--- config.mk ---
export PLATFORM = sky130hd
export DESIGN_NAME = debouncer_flat
export DESIGN_NICKNAME = d
export VERILOG_FILES = /design/src/rtl/debouncer_if.sv /design/src/rtl/debouncer.sv /design/src/flat_wrapper.sv
export SDC_FILE = /design/constraint.sdc
export NUM_CORES = 1
export LEC_CHECK = 0
export ABC_AREA = 1
export CORE_AREA = 2 2 39 41
export CTS_CLUSTER_DIAMETER = 150
export DETAILED_ROUTE_END_ITERATION = 8
export DIE_AREA = 0 0 41 43
export HOLD_SLACK_MARGIN = 0.08
export PLACE_DENSITY_LB_ADDON = 0.1
export SLEW_MARGIN = 30
export SYNTH_ARGS = -nofsm -noshare
export SYNTH_HDL_FRONTEND = slang
export SYNTH_SLANG_ARGS = --single-unit
export TNS_END_PERCENT = 1
--- constraint.sdc ---
create_clock -name clock -period 1.2 [get_ports clock]
set_input_delay 0.18 -clock clock [delete_from_list [all_inputs] [get_ports clock]]
set_output_delay 0.18 -clock clock [all_outputs]
set_load 0.05 [all_outputs]
--- src/rtl/debouncer_if.sv ---
`default_nettype none
// ============================================================================
//  Module      : debouncer_if
//  Description : Level/event bundle between a debouncer and its polling
//                consumer. The debouncer takes the slave view; the consumer
//                (or a test driver) takes the master view.
//  Revision    : 1.0 - initial release
// ============================================================================
interface debouncer_if #(
    parameter int WIDTH = 1
);
    logic [WIDTH-1:0] in;
    logic [WIDTH-1:0] out;
    logic [WIDTH-1:0] rise;
    logic [WIDTH-1:0] fall;
    logic [WIDTH-1:0] event_mask;
    logic             event_valid;
    logic             event_ack;

    modport master (
        output in,
        output event_ack,
        input  out,
        input  rise,
        input  fall,
        input  event_mask,
        input  event_valid
    );

    modport slave (
        input  in,
        input  event_ack,
        output out,
        output rise,
        output fall,
        output event_mask,
        output event_valid
    );
endinterface
`default_nettype wire

--- src/rtl/debouncer.sv ---
`default_nettype none
// ============================================================================
//  Module      : debouncer
//  Description : Per-bit debouncer for already-synchronized inputs. A new
//                level is accepted after STABLE_CYCLES consecutive samples
//                that differ from the current debounced level. Accepted
//                changes produce one-cycle rise/fall pulses and are collected
//                into a sticky event mask cleared by a valid/ack handshake.
//  Revision    : 1.0 - initial release
// ============================================================================
module debouncer #(
    parameter int               WIDTH         = 1,
    parameter int               STABLE_CYCLES = 16,
    parameter logic [WIDTH-1:0] INIT_VALUE    = '0
) (
    input  logic        clock,
    input  logic        reset,
    debouncer_if.slave  bus
);

    // Counter only ever holds 0..STABLE_CYCLES-1; the accepting sample clears it.
    localparam int               c_CNT_W = $clog2(STABLE_CYCLES + 1);
    localparam logic [c_CNT_W-1:0] c_LAST  = c_CNT_W'(STABLE_CYCLES - 1);

    logic [WIDTH-1:0]   r_out;
    logic [WIDTH-1:0]   r_rise;
    logic [WIDTH-1:0]   r_fall;
    logic [WIDTH-1:0]   r_mask;
    logic               r_valid;
    logic [c_CNT_W-1:0] r_cnt [WIDTH];

    logic [WIDTH-1:0]   w_diff;
    logic [WIDTH-1:0]   w_accept;
    logic [WIDTH-1:0]   w_ack_clear;
    logic [WIDTH-1:0]   w_mask_next;

    assign w_diff = bus.in ^ r_out;

    generate
        for (genvar i = 0; i < WIDTH; i++) begin : g_bit
            // This sample completes the run when the count already holds STABLE_CYCLES-1.
            assign w_accept[i] = w_diff[i] && (r_cnt[i] == c_LAST);

            // Per-bit stability counter: restarts whenever the input matches out or is accepted.
            always_ff @(posedge clock or negedge reset) begin
                if (!reset) begin
                    r_cnt[i] <= '0;
                end else if (!w_diff[i] || w_accept[i]) begin
                    r_cnt[i] <= '0;
                end else begin
                    r_cnt[i] <= r_cnt[i] + c_CNT_W'(1);
                end
            end
        end
    endgenerate

    // An ack only clears what the consumer could see this cycle; new acceptances win.
    assign w_ack_clear = bus.event_ack ? r_mask : '0;
    assign w_mask_next = (r_mask & ~w_ack_clear) | w_accept;

    // Debounced level and its edge pulses, updated together on acceptance.
    always_ff @(posedge clock or negedge reset) begin
        if (!reset) begin
            r_out  <= INIT_VALUE;
            r_rise <= '0;
            r_fall <= '0;
        end else begin
            r_out  <= r_out ^ w_accept;
            r_rise <= w_accept & bus.in;
            r_fall <= w_accept & ~bus.in;
        end
    end

    // Sticky change mask and its valid flag, registered from the same next value.
    always_ff @(posedge clock or negedge reset) begin
        if (!reset) begin
            r_mask  <= '0;
            r_valid <= 1'b0;
        end else begin
            r_mask  <= w_mask_next;
            r_valid <= |w_mask_next;
        end
    end

    assign bus.out         = r_out;
    assign bus.rise        = r_rise;
    assign bus.fall        = r_fall;
    assign bus.event_mask  = r_mask;
    assign bus.event_valid = r_valid;

endmodule
`default_nettype wire

--- src/flat_wrapper.sv ---
// flat-port wrapper written by rule: the top's interface ports become plain ports
module debouncer_flat 
#(
    parameter int               WIDTH         = 1,
    parameter int               STABLE_CYCLES = 16,
    parameter logic [WIDTH-1:0] INIT_VALUE    = '0
)
  (clock, reset, bus_in, bus_event_ack, bus_out, bus_rise, bus_fall, bus_event_mask, bus_event_valid);
  debouncer_if #(.WIDTH(WIDTH)) bus_i ();
  input  logic clock;
  input  logic reset;
  input wire logic [$bits(bus_i.in)-1:0] bus_in;
  input wire logic [$bits(bus_i.event_ack)-1:0] bus_event_ack;
  output wire logic [$bits(bus_i.out)-1:0] bus_out;
  output wire logic [$bits(bus_i.rise)-1:0] bus_rise;
  output wire logic [$bits(bus_i.fall)-1:0] bus_fall;
  output wire logic [$bits(bus_i.event_mask)-1:0] bus_event_mask;
  output wire logic [$bits(bus_i.event_valid)-1:0] bus_event_valid;
  assign bus_i.in = bus_in;
  assign bus_i.event_ack = bus_event_ack;
  assign bus_out = bus_i.out;
  assign bus_rise = bus_i.rise;
  assign bus_fall = bus_i.fall;
  assign bus_event_mask = bus_i.event_mask;
  assign bus_event_valid = bus_i.event_valid;
  debouncer #(.WIDTH(WIDTH), .STABLE_CYCLES(STABLE_CYCLES), .INIT_VALUE(INIT_VALUE)) u_core (.clock(clock), .reset(reset), .bus(bus_i));
endmodule
---- Word level (Yosys, flattened, before mapping) ----
Cells that the tools add are included.
word-level totals
  bits in writable memories ............... 0
  bits in latches ......................... 0
  bits in read-only memories .............. 0
  memories kept ........................... 0
  output and inout bits ................... 5
  flip-flop bits (word level) ............. 9
  word-level logic and storage cells ...... 20
operators by class
  equal/unequal tests ..................... 1
  multipliers ............................. 0
  shifts and indexed selects .............. 0
  order comparisons ....................... 0
  multiplexer cells ....................... 2
  add/sub/neg operators ................... 1
  bitwise logic cells ..................... 8
  divide/modulo/power cells ............... 0
  reduce and logical (&&, ||, !) cells .... 3
operator list
  kind                                                             number
  5-bit by 1-bit adder with 5-bit output, second input constant    1
  5-bit by 4-bit == test with 1-bit output, second input constant  1
  5-bit two-way mux                                                1
  1-bit bitwise AND                                                3
  1-bit inverter                                                   2
  1-bit XOR                                                        2
  1-bit logical AND                                                1
  1-bit zero test                                                  1
  1-bit logical OR                                                 1
  1-bit two-way mux                                                1
  1-bit OR                                                         1

---- Logic depth before layout (Yosys ltp) ----
  depth after elaboration ................. 4
  gate-level depth with buffers ........... 7
  mapped depth without buffers ............ 7

---- Worst setup path after synthesis ----
No wires, ideal clock.
  path kind ............................... register to register
  start point ............................. register u_core.r_cnt[0] (netlist bit)
  end point ............................... register u_core.r_cnt[3] (netlist bit)
  arrival ................................. 1.150 ns
  cell stages (with the launch flop) ...... 8
  path slack .............................. -0.019 ns
  clock period less this slack ............ 1.219 ns
  library setup time ...................... 0.069 ns
  data required time ...................... 1.131 ns
  cell sequence ........................... dfrtp_1 -> ha_1 -> nand2_1 -> nor2_1 -> ha_1 -> inv_1 -> nand2_2 -> nor2_2
on the way
  word-level cells in the longest chain between the ends .. 4
  elaborated cells between the ends (all ways) .. 5
ends and longest elaborated chain
  element                                                                                         line             text
  start: declaration                                                                              debouncer.sv:30  logic [c_CNT_W-1:0] r_cnt [WIDTH];
  start signal: indexed assignment                                                                debouncer.sv:51  r_cnt[i] <= r_cnt[i] + c_CNT_W'(1);
  parallel branches: the longest is 3 deep, another holds 5-bit by 1-bit adder with 5-bit output  --
  5-bit two-way mux (*)                                                                           debouncer.sv:48  end else if (!w_diff[i] || w_accept[i]) begin
Mark *: on every way between the ends.

---- Worst setup path after layout ----
  start point ............................. register u_core.r_cnt[0] (netlist bit)
  end point ............................... register u_core.r_mask, in the netlist u_core.bus.event_mask
on the way
  word-level cells in the longest chain between the ends .. 3
ends and longest elaborated chain
  element                                   line             text
  5-bit by 4-bit == test with 1-bit output  debouncer.sv:42  assign w_accept[i] = w_diff[i] && (r_cnt[i] == c_LAST);
  1-bit logical AND                         debouncer.sv:42
  1-bit OR                                  debouncer.sv:59  assign w_mask_next = (r_mask & ~w_ack_clear) | w_accept;
  via u_core.w_mask_next                    debouncer.sv:35  logic [WIDTH-1:0] w_mask_next;
  end signal: assignment                    debouncer.sv:80  r_mask <= w_mask_next;
  end: declaration                          debouncer.sv:28  logic [WIDTH-1:0] r_mask;
The timed path passes the listed nets, and every way through them passes these cells.

==> summary.txt <==
Floorplan
  • Die Span Y: 43 um
  • Chip width: 41 um
  • Initial core utilization: 27.8%
  • Die area: 0.00176 mm2
  • Core Area: 0.00138 mm2
  • Io pins: 9
  • # rows: 14

Power
  • Static Leak: 0.288 nW
  • VDD IR max: 0.442 mV
  • Final total power: 0.621 mW
  • PwrDens: 962 mW/mm2

GRT
  • Gr usage total: 11.5%
  • Pin count of the biggest net entering global routing: 10
  • Initial antenna violation count: 0
  • Vias in the first global route: 312
  • Grt total ovfl: 0
  • Global-route wire length before repair: 1.28 mm

Logic synthesis
  • Syn Inst Count: 41
  • Synth cell types: 12
  • Mean area per synthesized cell: 9.40 um2
  • Number of synthesized register bits: 9
  • Ys Warns: 0
  • Sequential area share after synthesis: 58.4%
  • Synth Cell Area: 385 um2
  • Post-Syn Nets: 47

Drt
  • WL/cell: 10.2 um
  • Via-to-Cell Ratio: 4.38
  • DRC: 0
  • Final WL: 733 um
  • Final antenna-violating net count: 0
  • Number of DRC markers in iteration 0: 4
  • Detailed Routing Iterations Pass 1: 2
  • Via count: 315

Cells and area
  • FF+latch area: 225 um2
  • Final nets: 63
  • Ratio of cells with drive above 1 in the final layout: 46.4%
  • ANT cells: 0
  • Fillers: 128
  • Design Area, Final: 646 um2
  • Multi-input logic area: 181 um2
  • Layout area overhead: 67.5%

Timing
  • Layout Skew: 0.00635 ns
  • Achievable Freq: 845 MHz
  • Min Clock Period, post-route: 1.18 ns
  • RSZ-0062 raised after global routing: yes
  • Final period utilization: 98.6%
  • Slew @ Worst Pin: 0.393 ns
  • Setup Viol. Count Final: 0
  • Hold Fails Final Rpt: 0
  • Max-slew headroom: 73.7%
  • Final WS setup: 0.0172 ns
  • Max Transition Viols Final: 0

Critical path
  • Critical Path AT: 1.35 ns
  • Crit path kind: flop to flop
  • Crit path launch type: flop
  • Cell depth of the worst flop-to-flop path: 7
  • Reg-to-Reg Start: u_core.r_cnt[0]$_DFF_PN0_
  • RR Endpoint: u_core.bus.event_mask$_DFF_PN0_
  • CP Capture Type: flop
  • Maximum fanout along the worst path: 3
  • WP data required: 1.37 ns
  • Reg2Reg Setup Slack: 0.02 ns

Clocking
  • CTS sink cnt: 9
  • # hold bufs at CTS: 0
  • Cts bufs inserted: 3
  • Clk_lat worst skew: 0.27 ns
  • Worst-path clk slew: 0.06 ns
  • CTS Root Cell: clkbuf_4
  • CTS tree: yes
  • Max H-tree Level: 1
  • Longest Clk Path Bufs: 2

Placed design
  • RePlAce Congestion: 0.719
  • Placed Instance Area: 553 um2
  • Placement Setup Slack: -0.0732 ns
  • Input/output buffers: 8
  • DPL Wire Length: 509 um

Worst hold path
  • Type of the worst min-delay path: input port to async pin

Flow run
  • Total of max-cap violations: 0

Run status
  • Status: completed
## metrics by stage
step | setup TNS [ns] | instances | util, % | hold slack, ns
2_1_floorplan | 0 | 41 | - | -0.116
3_3_place_gp | -0.239 | 67 | 40.0 | 0.497
3_5_place_dp | -0.356 | 67 | 40.0 | 0.498
6_report | 0 | 72 | 46.7 | 0.198
5_1_grt | -0.160 | 72 | 46.7 | 0.226
4_1_cts | -0.125 | 72 | 43.6 | 0.212
## kinds of logic (layout without fill, tap and decap cells)
family | Yosys count | count (layout) | share of synthesized area [%]
AOI/OAI and AO/OA | 2 | 2 | 2.60
xor gates and xnor gates | 1 | 1 | 2.27
adders and majority gates | 2 | 2 | 6.49
buffers and inverters | 8 | 23 | 8.77
DFF | 9 | 9 | 58.4
and+or+nand+nor | 19 | 19 | 21.4
## critical path: stages (launching register included)
cell	delay, ns
dfrtp_1	0.38
ha_2	0.20
nand2_2	0.08
nor2_4	0.04
ha_4	0.17
buf_6	0.11
nand2_2	0.06
o21ai_2	0.04
## final cells by class
cell class                      instances  area share [%]
Clock buffer                            4            4.07
Inverter                                7            4.46
Multi-Input combinational cell         24            28.1
Sequential cell                         9            34.9
Tap cell                               16            3.10
Timing Repair Buffer                   12            25.4
## worst max-delay path by stage
stage / from / slack (ns) / endpoint
CTS: u_core.r_cnt[1]$_DFF_PN0_ / -0.02 / u_core.r_cnt[2]$_DFF_PN0_
floorplan: u_core.r_cnt[0]$_DFF_PN0_ / 0.01 / u_core.r_cnt[2]$_DFF_PN0_
global placement: u_core.r_cnt[1]$_DFF_PN0_ / -0.05 / u_core.r_cnt[0]$_DFF_PN0_
detailed placement: u_core.r_cnt[1]$_DFF_PN0_ / -0.07 / u_core.r_cnt[4]$_DFF_PN0_
finish: u_core.r_cnt[0]$_DFF_PN0_ / 0.02 / u_core.bus.event_mask$_DFF_PN0_
global route: u_core.r_cnt[0]$_DFF_PN0_ / -0.04 / u_core.bus.event_mask$_DFF_PN0_
## report_power, final
part / switching [mW] / internal, mW
Sequential: 0.00695 / 0.312
Combinational: 0.0312 / 0.0316
Clock: 0.111 / 0.129
## synth_stat cells
library cell,instances,share of area (%)
buf_4,1,1.9
ha_1,2,6.5
nand4_1,1,1.6
nand2_2,2,3.2
nor2_2,1,1.6
nor2_1,7,6.8
dfrtp_1,9,58
o21ai_0,2,2.6
inv_1,7,6.8
nand3_1,1,1.3
nand2_1,7,6.8
xnor2_1,1,2.3
## repair_timing
| action | in CTS | in global routing |
|---|---|---|
| buffers inserted | 1 | 0 |
| endpoints found under the hold margin | 0 | 0 |
| gates resized for setup | 8 | 10 |
| setup endpoints to repair | 5 | 9 |
| pin swaps | 4 | 4 |
## layout by cell type, fill, tap and decap left out, drive strengths merged
cell,count
nor2,8
ha,2
clkbuf,4
o21ai,2
xnor2,1
nand4,1
dfrtp,9
nand3,1
clkdlybuf4s50,3
nand2,9
inv,7
buf,9
## layer usage
layer	wire length, um	vias up	global-route usage, %
met5	0	-	0
met1	276	151	12.8
met4	27	0	10.0
li1	-	152	-
met2	388	8	15.9
met3	41	4	4.71
No activity file was read; power rests on OpenSTA's default activity.
